[src/rtl/mux_n_rr.sv]
// rtl/mux_n_rr.sv - N-channel registered mux with manual or round-robin arbitration
// Optional transfer counter (xfer_cnt, cnt_clr) is enabled by defining MUX_N_RR_CNT_EN.
module mux_n_rr #(
  parameter int SIZE   = 64,
  parameter int NUM_CH = 4,
  localparam int SEL_W = $clog2(NUM_CH)
) (
  input  logic                   clock,
  input  logic                   reset_n,
  input  logic                   mode,
  input  logic [SEL_W-1:0]       sel,
  input  logic [NUM_CH-1:0]      in_valid,
  input  logic [NUM_CH*SIZE-1:0] in_data,
  output logic [NUM_CH-1:0]      in_ready,
  output logic                   out_valid,
  input  logic                   out_ready,
  output logic [SIZE-1:0]        data_o,
  output logic [SEL_W-1:0]       ch_o
`ifdef MUX_N_RR_CNT_EN
  ,
  input  logic                   cnt_clr,
  output logic [15:0]            xfer_cnt
`endif
);

  logic             out_valid_q, out_valid_d;
  logic [SIZE-1:0]  data_q, data_d;
  logic [SEL_W-1:0] ch_q, ch_d;
  logic [SEL_W-1:0] last_q, last_d;

  logic             load;
  logic             grant_ok;
  logic [SEL_W-1:0] grant_idx;
  logic [SEL_W-1:0] cand;

  assign load = ~out_valid_q | out_ready;

  // Round-robin search starts one past the last granted channel and wraps.
  always_comb begin
    grant_ok  = 1'b0;
    grant_idx = '0;
    cand      = '0;
    if (!mode) begin
      if (int'(sel) < NUM_CH) begin
        grant_ok  = in_valid[sel];
        grant_idx = sel;
      end
    end else begin
      for (int k = 1; k <= NUM_CH; k++) begin
        cand = SEL_W'((int'(last_q) + k) % NUM_CH);
        if (!grant_ok && in_valid[cand]) begin
          grant_ok  = 1'b1;
          grant_idx = cand;
        end
      end
    end
  end

  always_comb begin
    in_ready = '0;
    if (reset_n && load && grant_ok) begin
      in_ready[grant_idx] = 1'b1;
    end
  end

  always_comb begin
    out_valid_d = out_valid_q;
    data_d      = data_q;
    ch_d        = ch_q;
    last_d      = last_q;
    if (load) begin
      if (grant_ok) begin
        out_valid_d = 1'b1;
        data_d      = in_data[int'(grant_idx)*SIZE +: SIZE];
        ch_d        = grant_idx;
        last_d      = grant_idx;
      end else begin
        out_valid_d = 1'b0;
      end
    end
  end

  always_ff @(posedge clock or negedge reset_n) begin
    if (!reset_n) begin
      out_valid_q <= 1'b0;
      data_q      <= '0;
      ch_q        <= '0;
      last_q      <= SEL_W'(NUM_CH - 1);
    end else begin
      out_valid_q <= out_valid_d;
      data_q      <= data_d;
      ch_q        <= ch_d;
      last_q      <= last_d;
    end
  end

  assign out_valid = out_valid_q;
  assign data_o    = data_q;
  assign ch_o      = ch_q;

`ifdef MUX_N_RR_CNT_EN
  logic [15:0] cnt_q, cnt_d;

  // Clear wins over a same-cycle transfer.
  always_comb begin
    cnt_d = cnt_q;
    if (cnt_clr) begin
      cnt_d = '0;
    end else if (out_valid_q && out_ready) begin
      cnt_d = cnt_q + 16'd1;
    end
  end

  always_ff @(posedge clock or negedge reset_n) begin
    if (!reset_n) begin
      cnt_q <= '0;
    end else begin
      cnt_q <= cnt_d;
    end
  end

  assign xfer_cnt = cnt_q;
`endif

endmodule

[config.mk]
export PLATFORM = sky130hd
export DESIGN_NAME = mux_n_rr
export DESIGN_NICKNAME = d
export VERILOG_FILES = /design/src/rtl/mux_n_rr.sv
export SDC_FILE = /design/constraint.sdc
export NUM_CORES = 1
export LEC_CHECK = 0
export ABC_AREA = 1
export CAP_MARGIN = 20
export CORE_AREA = 4 4 130 132
export CTS_CLUSTER_DIAMETER = 100
export DETAILED_ROUTE_END_ITERATION = 12
export DIE_AREA = 0 0 134 136
export PLACE_DENSITY = 0.8
export SLEW_MARGIN = 5
export SYNTH_ARGS = -nofsm -noshare
export SYNTH_HDL_FRONTEND = slang
export SYNTH_SLANG_ARGS = --single-unit
export TNS_END_PERCENT = 1
[constraint.sdc]
create_clock -name clock -period 2.8 [get_ports clock]
set_input_delay 0.28 -clock clock [delete_from_list [all_inputs] [get_ports clock]]
set_output_delay 0.28 -clock clock [all_outputs]
set_load 0.05 [all_outputs]
==> flow_summary.ini <==
[status]
status = completed

[clock_tree]
clk_path_buf_depth = 2
clkLatencyLatePin_ns = 0.33
htreeDepth = 3
cts_tree = built
cts.clk_slew.worst_paths_ns = 0.06
cts_num_sinks = 69
root_buffer = clkbuf_16
numCtsBuffers = 9

[sta]
hold_viol = 0
whs_ns = 0.4520
slew_violations = 0
finClkSkew_ns = 0.005299
setup_slack_ns = 0.08947
setup_viol = 0
maxClockFrequency_ghz = 0.3689
tightest_slew_ns = 0.6932
fin_crit_sh = 0.9680
relSlewSlack = 0.5378
rsz0062_at_grt = yes
min_period_ns = 2.711

[pwr]
intPower_uw = 4611
p_seq_frac = 0.171
pwr-share-comb = 0.725
swShare = 0.5517
ir_drop_v = 0.0005115
p_clk_frac = 0.104
power_density_nw_per_um2 = 1069
switchingPower_uw = 5674
total_power_uw = 10280
leakagePower_uw = 0.005000

[routing]
dr.pass1.iters = 4
wire_per_inst_um = 15.60
ant_nets = 0
num_vias = 7332
via_per_inst = 4.798
drtIter0Drc = 399
routed_wl_mm = 23.84
drc = 0

[logic_synthesis]
synth_edf_count = 0
syn_nets = 1266
synth.largest_area_cell = nand2_1
synth_async_sr_flop_share = 1.000
synth_cell_types = 25
synth_top_area_share = 0.4548
syn_inst = 1000
synth_seq_area_share = 0.3094
synth_flop_cell = dfrtp_1
syn_area_um2 = 5588
yosys.cell_count.top_type = nand2_1
synthTopCellsByCount = 677 x nand2_1, 136 x nand3_1, 67 x dfrtp_1, 31 x buf_2, 23 x clkbuf_1
yosys_register_bits = 69
synth_area_leaders = nand2_1 45%, dfrtp_1 30%, nand3_1 12%
yosys_warnings = 0
avgSynthCellArea_um2 = 5.588

[flow_run]
cap_violations = 0

[critical_path]
critPathLaunchType = flop
endpoint_kind = primary output
cp_max_fo = 6
worstSetupPathType = flop to primary output
worstPathRequired_ns = 2.52
cp.arrival_ns = 2.43

[die]
coreArea_um2 = 15710
io_pins = 337
start_util = 0.3556
dieArea_um2 = 18220
die_h_um = 136
dieWidth_um = 134
rows = 46

[finish]
layoutNonFillerInstCount = 1528
fin_nets = 1572
drive_gt1_frac = 0.06407
synthToLayoutAreaGrowth_pct = 72.17
fin_area_um2 = 9620
fillers = 1527

[grt]
grt.overflow.total = 0
grt_pass1_vias = 6786
grtUsageTotal = 0.2470
antenna_found_initial = 1
grt_max_degree = 101
grt_pass1_wl_mm = 35.78

[place]
portBuffers = 336
place.gp.congestion = 0.8429
dp_slack_ns = 0.1858
dpl.hpwl_mm = 17.39
place_inst = 1499
place_area_um2 = 9163

[min_path]
hold_class = primary input to async pin
-- power groups by stage --
stage               combinational (µW)  sequential (µW)  clock (µW)
global placement                  7170             1760           0
global route                      8140             1820        1140
floorplan                         3430             3260           0
finish                            7460             1760        1070
detailed placement                7220             1770           0
CTS                               7240             1770        1100
-- through the flow --
step                 TNS, ns    util
floorplan            -0.3785       -
global placement           0  0.5831
detailed placement         0  0.5831
CTS                 -0.01461  0.6013
global route          -1.088  0.6123
finish                     0  0.6123
-- layer usage --
layer / up-vias / part of all wire / GRT usage
met4: 0 / 0.019 / 0.06571
met2: 306 / 0.50 / 0.4416
li1: 3704 / - / -
met1: 3296 / 0.39 / 0.2888
met3: 26 / 0.093 / 0.07365
met5: - / 0 / 0
-- flip-flops by register name (all words and copies together) (netlist names) --
| register | flops |
|---|---|
| ch_o | 2 |
| last_q | 2 |
| data_o | 64 |
| out_valid | 1 |
-- worst max-delay path: stages, from the launching register on --
cell	delay [ns]
dfstp_2	0.60
clkinv_4	0.09
buf_2	0.15
nand2_1	0.09
nand3_1	0.10
nand2_2	0.12
nor2_4	0.05
nand3_4	0.09
inv_1	0.06
nor2_2	0.15
o21ai_4	0.11
nor4_4	0.28
buf_12	0.18
-- layout make-up --
class / instances / area, µm² / share of cell area
inverter: 19 / 76.32 / 0.007933
clock buffer: 9 / 225.2 / 0.02341
timing repair buffer: 366 / 3701 / 0.3847
tap: 216 / 270.3 / 0.02809
multi-input combinational: 841 / 3566 / 0.3707
antenna: 1 / 2.502 / 0.0002601
clock inverter: 7 / 50.05 / 0.005202
sequential: 69 / 1729 / 0.1797
-- final timing paths --
kind / start / end / slack, ns / depth (start not counted)
min: reset_n / data_o[46]$_DFFE_PN0P_ / 0.45 / 2
min reg2reg: data_o[45]$_DFFE_PN0P_ / data_o[45]$_DFFE_PN0P_ / 0.48 / 2
max in group asynchronous: reset_n / last_q[1]$_DFFE_PN1P_ / 1.43 / 3
max reg2reg: last_q[0]$_DFFE_PN1P_ / data_o[56]$_DFFE_PN0P_ / 0.16 / 16
max: last_q[0]$_DFFE_PN1P_ / in_ready[1] / 0.09 / 12
min in group clock: data_o[45]$_DFFE_PN0P_ / data_o[45]$_DFFE_PN0P_ / 0.48 / 2
-- kinds of logic (layout without fill, tap and decap cells) --
| family | count (synthesis) | after routing | synth area share |
|---|---|---|---|
| buffers and inverters | 90 | 401 | 0.08195 |
| AOI/OAI and AO/OA | 11 | 11 | 0.01231 |
| and+or+nand+nor | 830 | 830 | 0.5963 |
| other | 0 | 1 | 0 |
| DFF | 69 | 69 | 0.3094 |
-- cells in the final DEF (no fill, tap or decap), types with 2 or more instances in the layout --
cell	netlist	layout
inv_1	14	14
o21ai_0	3	3
dfstp_2	2	2
clkdlybuf4s50_1	0	331
nand2_1	677	671
buf_4	9	23
nor4_4	0	4
nor2_1	4	3
nand3_1	136	133
dfrtp_1	67	67
nand3_4	0	3
clkinv_2	0	2
inv_2	4	4
buf_12	0	10
a21oi_1	3	2
inv_6	0	2
o21ai_2	1	2
nand2_4	1	3
clkinvlp_4	0	3
nand2_2	5	8
clkbuf_16	0	9
-- repair_timing --
item | in CTS | in global routing
hold buffers | 1 | 0
setup endpoints to repair | 2 | 3
buffers inserted | 0 | 11
pin swaps | 0 | 9
gates resized for setup | 0 | 19
hold endpoints to repair | 29 | 0
Power figures use the tool's default switching activity.
